--- src/rtl/fp_mul_sweep_driver.sv ---
// Sweeps every operand pair of a fixed special-value table through an external
// FP multiplier and presents each result as a valid/ready record.
// Optional SWEEP_RND_EN: adds an outer loop over rounding modes 0..5.
module fp_mul_sweep_driver #(
    parameter int unsigned SETTLE = 4
) (
    input  logic        clk,
    input  logic        rst_n,
    input  logic        start,
    output logic [31:0] a,
    output logic [31:0] b,
    output logic [2:0]  rnd,
    input  logic [31:0] z_in,
    input  logic [0:7]  status_in,
    output logic        res_valid,
    input  logic        res_ready,
    output logic [3:0]  res_i,
    output logic [3:0]  res_j,
    output logic [2:0]  res_rnd,
    output logic [31:0] res_z,
    output logic [0:7]  res_status,
    output logic        busy,
    output logic        done,
    output logic [9:0]  vec_count
);

    // state   | meaning
    // IDLE    | waiting for start; done keeps its last value
    // DRIVE   | operands held on a/b while the multiplier settles
    // CAPTURE | z_in/status_in registered into the record
    // EMIT    | record presented until res_ready
    // DONE    | sweep finished, one cycle before returning to IDLE
    typedef enum logic [2:0] {IDLE, DRIVE, CAPTURE, EMIT, DONE} state_t;

    localparam logic [3:0] LAST_IDX   = 4'd11;
    localparam logic [3:0] SETTLE_TC  = 4'(SETTLE - 1);

    state_t      state_q, state_d;
    logic [3:0]  i_q, j_q;
    logic [3:0]  i_nx, j_nx;
    logic [2:0]  rnd_nx;
    logic [3:0]  settle_q;
    logic        start_sweep;
    logic        accept;
    logic        last_vec;

    function automatic logic [31:0] op_word(input logic [3:0] idx);
        case (idx)
            4'd0:    op_word = 32'h7FC00000;
            4'd1:    op_word = 32'hFFC00000;
            4'd2:    op_word = 32'h7FA00000;
            4'd3:    op_word = 32'hFFA00000;
            4'd4:    op_word = 32'h7F800000;
            4'd5:    op_word = 32'hFF800000;
            4'd6:    op_word = 32'h00000000;
            4'd7:    op_word = 32'h80000000;
            4'd8:    op_word = 32'h00400000;
            4'd9:    op_word = 32'h80400000;
            4'd10:   op_word = 32'h3F800000;
            4'd11:   op_word = 32'hBF800000;
            default: op_word = 32'h00000000;
        endcase
    endfunction

    assign j_nx = (j_q == LAST_IDX) ? 4'd0 : j_q + 4'd1;
    assign i_nx = (j_q != LAST_IDX) ? i_q : ((i_q == LAST_IDX) ? 4'd0 : i_q + 4'd1);

`ifdef SWEEP_RND_EN
    assign rnd_nx   = (i_q == LAST_IDX && j_q == LAST_IDX) ? rnd + 3'd1 : rnd;
    assign last_vec = (i_q == LAST_IDX) && (j_q == LAST_IDX) && (rnd == 3'd5);
`else
    assign rnd_nx   = 3'd0;
    assign last_vec = (i_q == LAST_IDX) && (j_q == LAST_IDX);
`endif

    assign accept    = (state_q == EMIT) && res_ready;
    assign res_valid = (state_q == EMIT);
    assign busy      = (state_q == DRIVE) || (state_q == CAPTURE) || (state_q == EMIT);

    always_ff @(posedge clk or negedge rst_n) begin
        if (!rst_n) state_q <= IDLE;
        else        state_q <= state_d;
    end

    always_comb begin
        state_d     = state_q;
        start_sweep = 1'b0;
        case (state_q)
            IDLE: begin
                if (start) begin
                    state_d     = DRIVE;
                    start_sweep = 1'b1;
                end
            end
            DRIVE:   if (settle_q == 4'd0) state_d = CAPTURE;
            CAPTURE: state_d = EMIT;
            EMIT:    if (res_ready) state_d = last_vec ? DONE : DRIVE;
            DONE:    state_d = IDLE;
            default: state_d = IDLE;
        endcase
    end

    always_ff @(posedge clk or negedge rst_n) begin
        if (!rst_n) begin
            i_q        <= '0;
            j_q        <= '0;
            rnd        <= '0;
            a          <= '0;
            b          <= '0;
            settle_q   <= '0;
            vec_count  <= '0;
            done       <= 1'b0;
            res_i      <= '0;
            res_j      <= '0;
            res_rnd    <= '0;
            res_z      <= '0;
            res_status <= '0;
        end else begin
            if (start_sweep) begin
                i_q       <= '0;
                j_q       <= '0;
                rnd       <= '0;
                a         <= op_word(4'd0);
                b         <= op_word(4'd0);
                settle_q  <= SETTLE_TC;
                vec_count <= '0;
                done      <= 1'b0;
            end else if (accept) begin
                vec_count <= vec_count + 10'd1;
                if (last_vec) begin
                    done <= 1'b1;
                end else begin
                    // next operands are loaded on the same edge that re-enters DRIVE
                    i_q      <= i_nx;
                    j_q      <= j_nx;
                    rnd      <= rnd_nx;
                    a        <= op_word(i_nx);
                    b        <= op_word(j_nx);
                    settle_q <= SETTLE_TC;
                end
            end else if (state_q == DRIVE && settle_q != 4'd0) begin
                settle_q <= settle_q - 4'd1;
            end

            if (state_q == CAPTURE) begin
                res_z      <= z_in;
                res_status <= status_in;
                res_i      <= i_q;
                res_j      <= j_q;
                res_rnd    <= rnd;
            end
        end
    end

endmodule

--- config.mk ---
export PLATFORM = sky130hd
export DESIGN_NAME = fp_mul_sweep_driver
export DESIGN_NICKNAME = d
export VERILOG_FILES = /design/src/rtl/fp_mul_sweep_driver.sv
export SDC_FILE = /design/constraint.sdc
export NUM_CORES = 1
export LEC_CHECK = 0
export ABC_AREA = 1
export BUFFER_PORTS_ARGS = -buffer_cell sky130_fd_sc_hd__buf_4
export CAP_MARGIN = 20
export CORE_UTILIZATION = 50
export CTS_BUF_LIST = sky130_fd_sc_hd__clkbuf_2 sky130_fd_sc_hd__clkbuf_4 sky130_fd_sc_hd__clkbuf_8
export DETAILED_ROUTE_END_ITERATION = 8
export PLACE_DENSITY_LB_ADDON = 0.2
export SLEW_MARGIN = 20
export SYNTH_ARGS = -nofsm -noshare
export SYNTH_HDL_FRONTEND = slang
export SYNTH_SLANG_ARGS = --single-unit
--- constraint.sdc ---
create_clock -name clk -period 3.4 [get_ports clk]
set_input_delay 0 -clock clk [delete_from_list [all_inputs] [get_ports clk]]
set_output_delay 0 -clock clk [all_outputs]
set_load 0.005 [all_outputs]
==> flow_summary.ini, run 1 <==
[placed_design]
hpwl_um = 6690
io_buffers = 126
gp_congestion = 0.9071

[yosys]
synth_seq_cells = 84
yosysUniqueCellTypes = 38
muxShareOfSynthArea_pct = 10.60
syn_area_um2 = 4250
syn_avg_cell_area_um2 = 10.00
synth_top_family_by_area = simple AND/OR/NAND/NOR gates
ys_warn_count = 0
synth-simple-area-share_pct = 16.66
synth_compound_area_share_pct = 5.976
synth_fa_ha_area_share_pct = 1.472
syn_inst = 425
ys_seq_area_share_pct = 49.46
synth_xor_area_share_pct = 0.6182

[min_path]
hp-class = in2reg

[grt]
grt-ovfl-total = 0
grt_pass1_vias = 3079
grt_pass1_wl_um = 15420
grt_util_all_layers_pct = 22.81
grt_max_degree = 85
antenna_found_initial = 0

[routing]
dr.pass1.iters = 4
drc_errors = 0
first_iter_violations = 169
viasPerCell = 4.728
num_vias = 3286
wire_per_inst_um = 14.06
routed_wl_um = 9772
antenna_left = 0

[die]
die_x_um = 94.20
chipHeight_um = 94.20
initial_utilization_pct = 51.73
pin_count = 175
core_um2 = 8217
fp-row-count = 33
die_area_um2 = 8874

[cts]
cts.clk_slew.worst_paths_ns = 0.09
tritoncts = built
cts_max_level = 3
clk_latency_ns = 0.36
cts_buffers = 9
cts_sinks = 84
cts_setup_buffers = 0
cts.path.max_buffers = 2
ctsResizeCount = 0
cts_root_buffer = clkbuf_8

[run]
cap_viol_max_count = 0

[finish]
finalCoreUtilization_pct = 68.94
num_antenna_cells = 0
areaGrowthSynthToFinish_pct = 33.26
num-nets-final = 634
drive_gt1_share_pct = 33.56
final_common_cell = buf_4
final_cell_mix = buf_4, dfrtp_1, nand2_1

[pwr]
powerDensity_nw_per_um2 = 816.1
switching_power_mw = 1.658
swShare_pct = 35.86
pwr-share-comb_pct = 44.3
cellLeakagePower_nw = 2.879
pwr-share-seq_pct = 38.1
intPower_mw = 2.965
p_clk_share_pct = 17.5
peakVddDrop_uv = 429.0

[timing]
max_slew_margin_pct = 48.95
final.setup.tns_ns = 0
rsz0062_at_grt = false
fin_skew_ns = 0.01322
worst_pin_slew_ns = 0.7658
max_freq_mhz = 493.3
maxSlewViolCount = 0
finalCriticalPeriod_ns = 2.027
finalHoldViolCount = 0
final-setup-viol-count = 0
worst_hold_slack_ns = 0.02168
fin_crit_sh_pct = 59.62

[setup_path]
criticalPathCategory = reg2out
path_max_fanout = 22
end_kind = primary output
crit_path_start_kind = register
critPathArrivalTime_ns = 2.03
crit_required_ns = 3.40

[status]
status = complete, no violations
==> cells by family (layout without fill, tap and decap cells) <==
kind of cell               Yosys count  after routing
and+or+nand+nor                    147            147
other                                1             48
muxes                               40             40
xor gates and xnor gates             3              3
AOI/OAI and AO/OA                   41             41
buffers and inverters              104            222
DFF                                 84             84
adders and majority gates            5              5
==> metrics by stage <==
stage / setup slack [ns] / power [mW] / instances / cell area (um2)
floorplan: 1.918 / 2.922 / 472 / 4427
global placement: 1.693 / 3.713 / 637 / 5012
detailed placement: 1.608 / 3.781 / 637 / 5012
CTS: 1.327 / 4.638 / 695 / 5660
global route: 1.238 / 4.979 / 695 / 5664
finish: 1.373 / 4.623 / 695 / 5664
==> layout make-up <==
cell class	count	area, um2
Fill cell	636	2552
Sequential cell	84	2102
Multi-Input combinational cell	284	1682
Timing Repair Buffer	170	1385
Clock buffer	11	145.1
Inverter	36	136.4
Tap cell	105	131.4
Clock inverter	5	82.58
==> synthesized netlist by cell type, drive strengths merged <==
cell / instances / share of area, %
o22ai: 3 / 0.59
o31ai: 1 / 0.18
or2: 1 / 0.15
buf: 68 / 12
o21ai: 26 / 3.6
nor2: 32 / 3.2
conb: 1 / 0.088
o21bai: 1 / 0.18
clkinv: 1 / 0.12
and3: 1 / 0.15
dfrtp: 84 / 49
xnor2: 1 / 0.21
inv: 35 / 3.1
a21o: 2 / 0.35
nand2: 76 / 7.7
a21boi: 1 / 0.18
xor2: 2 / 0.41
nor3: 3 / 0.35
nand4: 7 / 1.5
ha: 5 / 1.5
mux2: 40 / 11
nand3: 27 / 3.5
a21oi: 6 / 0.71
a22o: 1 / 0.21
==> sequential cells by signal, indices dropped and copies added (netlist names) <==
register    flops
vec_count      10
res_status      8
a               5
settle_q        4
state_q         3
j_q             4
done            1
res_j           4
res_i           4
res_z          32
b               5
i_q             4
==> layer usage <==
metal	vias to the layer above	global-route usage [%]	part of all wire [%]
li1	1606	-	-
met1	1551	30.42	44
met2	117	37.74	49
met3	12	3.803	5.8
met4	0	7.308	1.2
met5	-	0	0
==> critical path, cell delays in order (launching register included) <==
cell	delay (ns)
dfrtp_1	0.44
inv_2	0.11
nand3_2	0.38
buf_4	0.38
nand2_1	0.11
inv_1	0.07
nand2_1	0.06
buf_4	0.10
==> final timing paths <==
check	startpoint	to	slack, ns	depth (start not counted)
min in group asynchronous	rst_n	res_status[2]	0.25	2
worst min-delay path	start	state_q[1]	0.02	3
worst max register to register	state_q[0]	res_status[4]	1.61	4
worst max-delay path	state_q[0]	busy	1.37	7
max in group asynchronous	rst_n	i_q[0]	2.60	2
worst min register to register	a[30]	a[30]	0.48	2
==> power groups by stage <==
stage,Sequential (mW),Combinational [mW],Clock (mW)
finish,1.76,2.05,0.811
global route,1.82,2.29,0.872
CTS,1.76,2.06,0.826
detailed placement,1.77,2.01,0
global placement,1.76,1.95,0
floorplan,1.75,1.17,0
==> repair_timing <==
| item | in CTS | in global routing |
|---|---|---|
| setup endpoints to repair | 0 | 0 |
| hold endpoints to repair | 125 | 0 |
| hold buffers | 42 | 0 |
Note: power is estimated with default switching activity, not from simulation.
==> run 2: changes to the inputs <==
--- a/config.mk
+++ b/config.mk
@@ -5,7 +5,7 @@
 export SDC_FILE = /design/constraint.sdc
 export NUM_CORES = 1
 export LEC_CHECK = 0
-export ABC_AREA = 1
+export ABC_AREA = 0
 export BUFFER_PORTS_ARGS = -buffer_cell sky130_fd_sc_hd__buf_4
 export CAP_MARGIN = 20
 export CORE_UTILIZATION = 50
==> constraint.sdc (replaced) <==
create_clock -name clk -period 1.9 [get_ports clk]
set_input_delay 0 -clock clk [delete_from_list [all_inputs] [get_ports clk]]
set_output_delay 0 -clock clk [all_outputs]
set_load 0.005 [all_outputs]
==> flow_summary.ini, run 2 <==
[yosys]
synth-edff-count = 0
synth.cells.most_frequent = dfrtp_1, buf_4, mux2_2
yosysUniqueCellTypes = 56
syn_inst = 367
synth_top_cell_by_area = dfrtp_1
synth-main-ff-cell = dfrtp_1
ys_warn_count = 0
syn_area_um2 = 4287
async_flop_share_pct = 100.0
synth_most_common_cell = dfrtp_1
yosysTopAreaCellShare_pct = 49.04
ys_seq_area_share_pct = 49.04
yosys-top-cells-area = dfrtp_1, mux2_2, buf_4, nor2_1, nand3_1
syn_avg_cell_area_um2 = 11.68
synth_seq_cells = 84

[die]
chipHeight_um = 94.59
core_um2 = 8258
initial_utilization_pct = 51.91
fp-row-count = 33
pin_count = 175
die_x_um = 94.59
die_area_um2 = 8947

[setup_path]
endpoint = a[29]
startpoint = i_q[1]
crit_path_start_kind = register
crit_required_ns = 2.18
critPathSlowestCell = dfrtp_1
critical-path-max-stage-delay_ns = 0.47
path_max_fanout = 8
end_kind = register
ff2ff_setup_slack_ns = 0.19
rr_worst_depth = 5
path_cells = ha_1, and4b_1, a21oi_1, nand3_1, a31oi_1
cp.depth = 5
regToRegEndpoint = a[29]
criticalPathCategory = reg2reg
crit_buf_inv = 0
critPathArrivalTime_ns = 1.99
r2r_start = i_q[1]
cpLargestDelayFamily = compound AO/OA/AOI/OAI gates

[cts]
cts.clk_slew.worst_paths_ns = 0.08
clk_latency_ns = 0.36
ctsHoldBuffers = 42
cts_sinks = 84
cts_setup_buffers = 0
tritoncts = built
cts_max_level = 3
cts_buffers = 9
ctsResizeCount = 0
cts_root_buffer = clkbuf_8
cts.path.max_buffers = 2

[routing]
antenna_left = 0
dr.pass1.iters = 4
viasPerCell = 4.931
routed_wl_um = 9417
wire_per_inst_um = 14.83
num_vias = 3131
first_iter_violations = 86
drc_errors = 0

[pwr]
cellLeakagePower_nw = 2.756
powerDensity_nw_per_um2 = 1342
peakVddDrop_uv = 918.5

[min_path]
hp-class = in2reg
hp-start = start

[placed_design]
gp_congestion = 0.8335
io_buffers = 126
hpwl_um = 6130

[finish]
fillers = 618
areaGrowthSynthToFinish_pct = 32.28
regArea_um2 = 2102
largest_reg_flops = 32
drive_gt1_share_pct = 41.51
regMostFlops = res_z
final_common_cell = buf_4
num_antenna_cells = 0
multi_input_area_um2 = 1750
num-nets-final = 574
largestRegisters = res_z x32, vec_count x10, res_status x8
final_cell_mix = buf_4, dfrtp_1, mux2_2, conb_1, dlygate4sd3_1

[timing]
fin_crit_sh_pct = 90.12
maxSlewViolCount = 0
max_freq_mhz = 584.0
final-setup-viol-count = 0
worst_hold_slack_ns = 0.08169
rsz0062_at_grt = false
fin_skew_ns = 0.01031
finalHoldViolCount = 0
finalCriticalPeriod_ns = 1.712
final.setup.tns_ns = 0

[grt]
grt_pass1_vias = 3106
grt_util_all_layers_pct = 22.44
gr-usage-met2_pct = 36.05
antenna_found_initial = 0
grt_max_degree = 52
grt_pass1_wl_um = 15210
globalRoute.busiestLayer = met2
use_met1_pct = 28.58
grt_use_met3_pct = 6.683
grt-ovfl-total = 0

[status]
status = complete, no violations

[run]
cap_viol_max_count = 0
-- run 2: cell types whose count changed after synthesis, moves of 5 or more --
cell     delta
mux2_2     +21
nand3_1     -8
o21ai_2     -5
o21ai_0     -9
nand2_1    -58
inv_2       -6
inv_1      -23
mux2_1     -13
nor2_1      -9
-- run 2: layout make-up --
class | instances | area share (%)
clock buffer | 10 | 2.427
clock inverter | 6 | 0.8385
inverter | 6 | 0.3972
multi-input combinational | 246 | 30.87
sequential | 84 | 37.07
tap | 105 | 2.317
timing repair buffer | 178 | 26.08
-- run 2: metrics by stage --
stage / util [%] / std cells / total power, mW / setup slack [ns] / instance area (um2)
after global placement: 61.33 / 577 / 6.238 / 0.2366 / 5065
after detailed placement: 61.33 / 577 / 6.337 / 0.2003 / 5065
after global routing: 68.67 / 635 / 8.156 / 0.01296 / 5670
after CTS: 68.67 / 635 / 7.622 / 0.1867 / 5670
final: 68.67 / 635 / 7.607 / 0.1877 / 5670
after floorplan: - / 414 / 4.983 / 0.3352 / 4463
-- run 2: kinds of logic after synthesis --
kind of cell	share of synthesized area, %
flip-flops	49.04
AO/OA/AOI/OAI	6.859
AND/OR/NAND/NOR	12.70
multiplexers	13.08
buffers and inverters	14.54
adder cells (fa/ha/maj)	1.459
XOR/XNOR	2.247
other	0.08748
-- run 2: where the power goes --
group          switching (mW)  leakage [nW]  internal (mW)
Clock                   0.689        0.0933          0.522
Combinational            1.37          1.63           1.95
Sequential              0.578          1.03           2.50
Total                    2.64          2.76           4.97
-- run 2: worst min-delay path by stage --
stage / end / slack (ns) / cells after the start
floorplan: a[21] / -0.30 / 0
global placement: a[29] / -0.01 / 1
detailed placement: settle_q[1] / -0.01 / 1
CTS: state_q[0] / 0.08 / 4
global route: state_q[0] / 0.12 / 4
finish: state_q[0] / 0.08 / 4
-- run 2: worst register-to-register path, delay by kind of cell (launching register included) --
family / cells / cell delay, ns
AO/OA/AOI/OAI: 2 / 0.52
flip-flops: 1 / 0.47
AND/OR/NAND/NOR: 2 / 0.36
adder cells (fa/ha/maj): 1 / 0.30
-- run 2: layer usage --
metal  share of wire (%)  up-vias
met5                   0        -
li1                    -     1484
met1                  42     1509
met3                 7.3       14
met4                 1.7        0
met2                  49      124
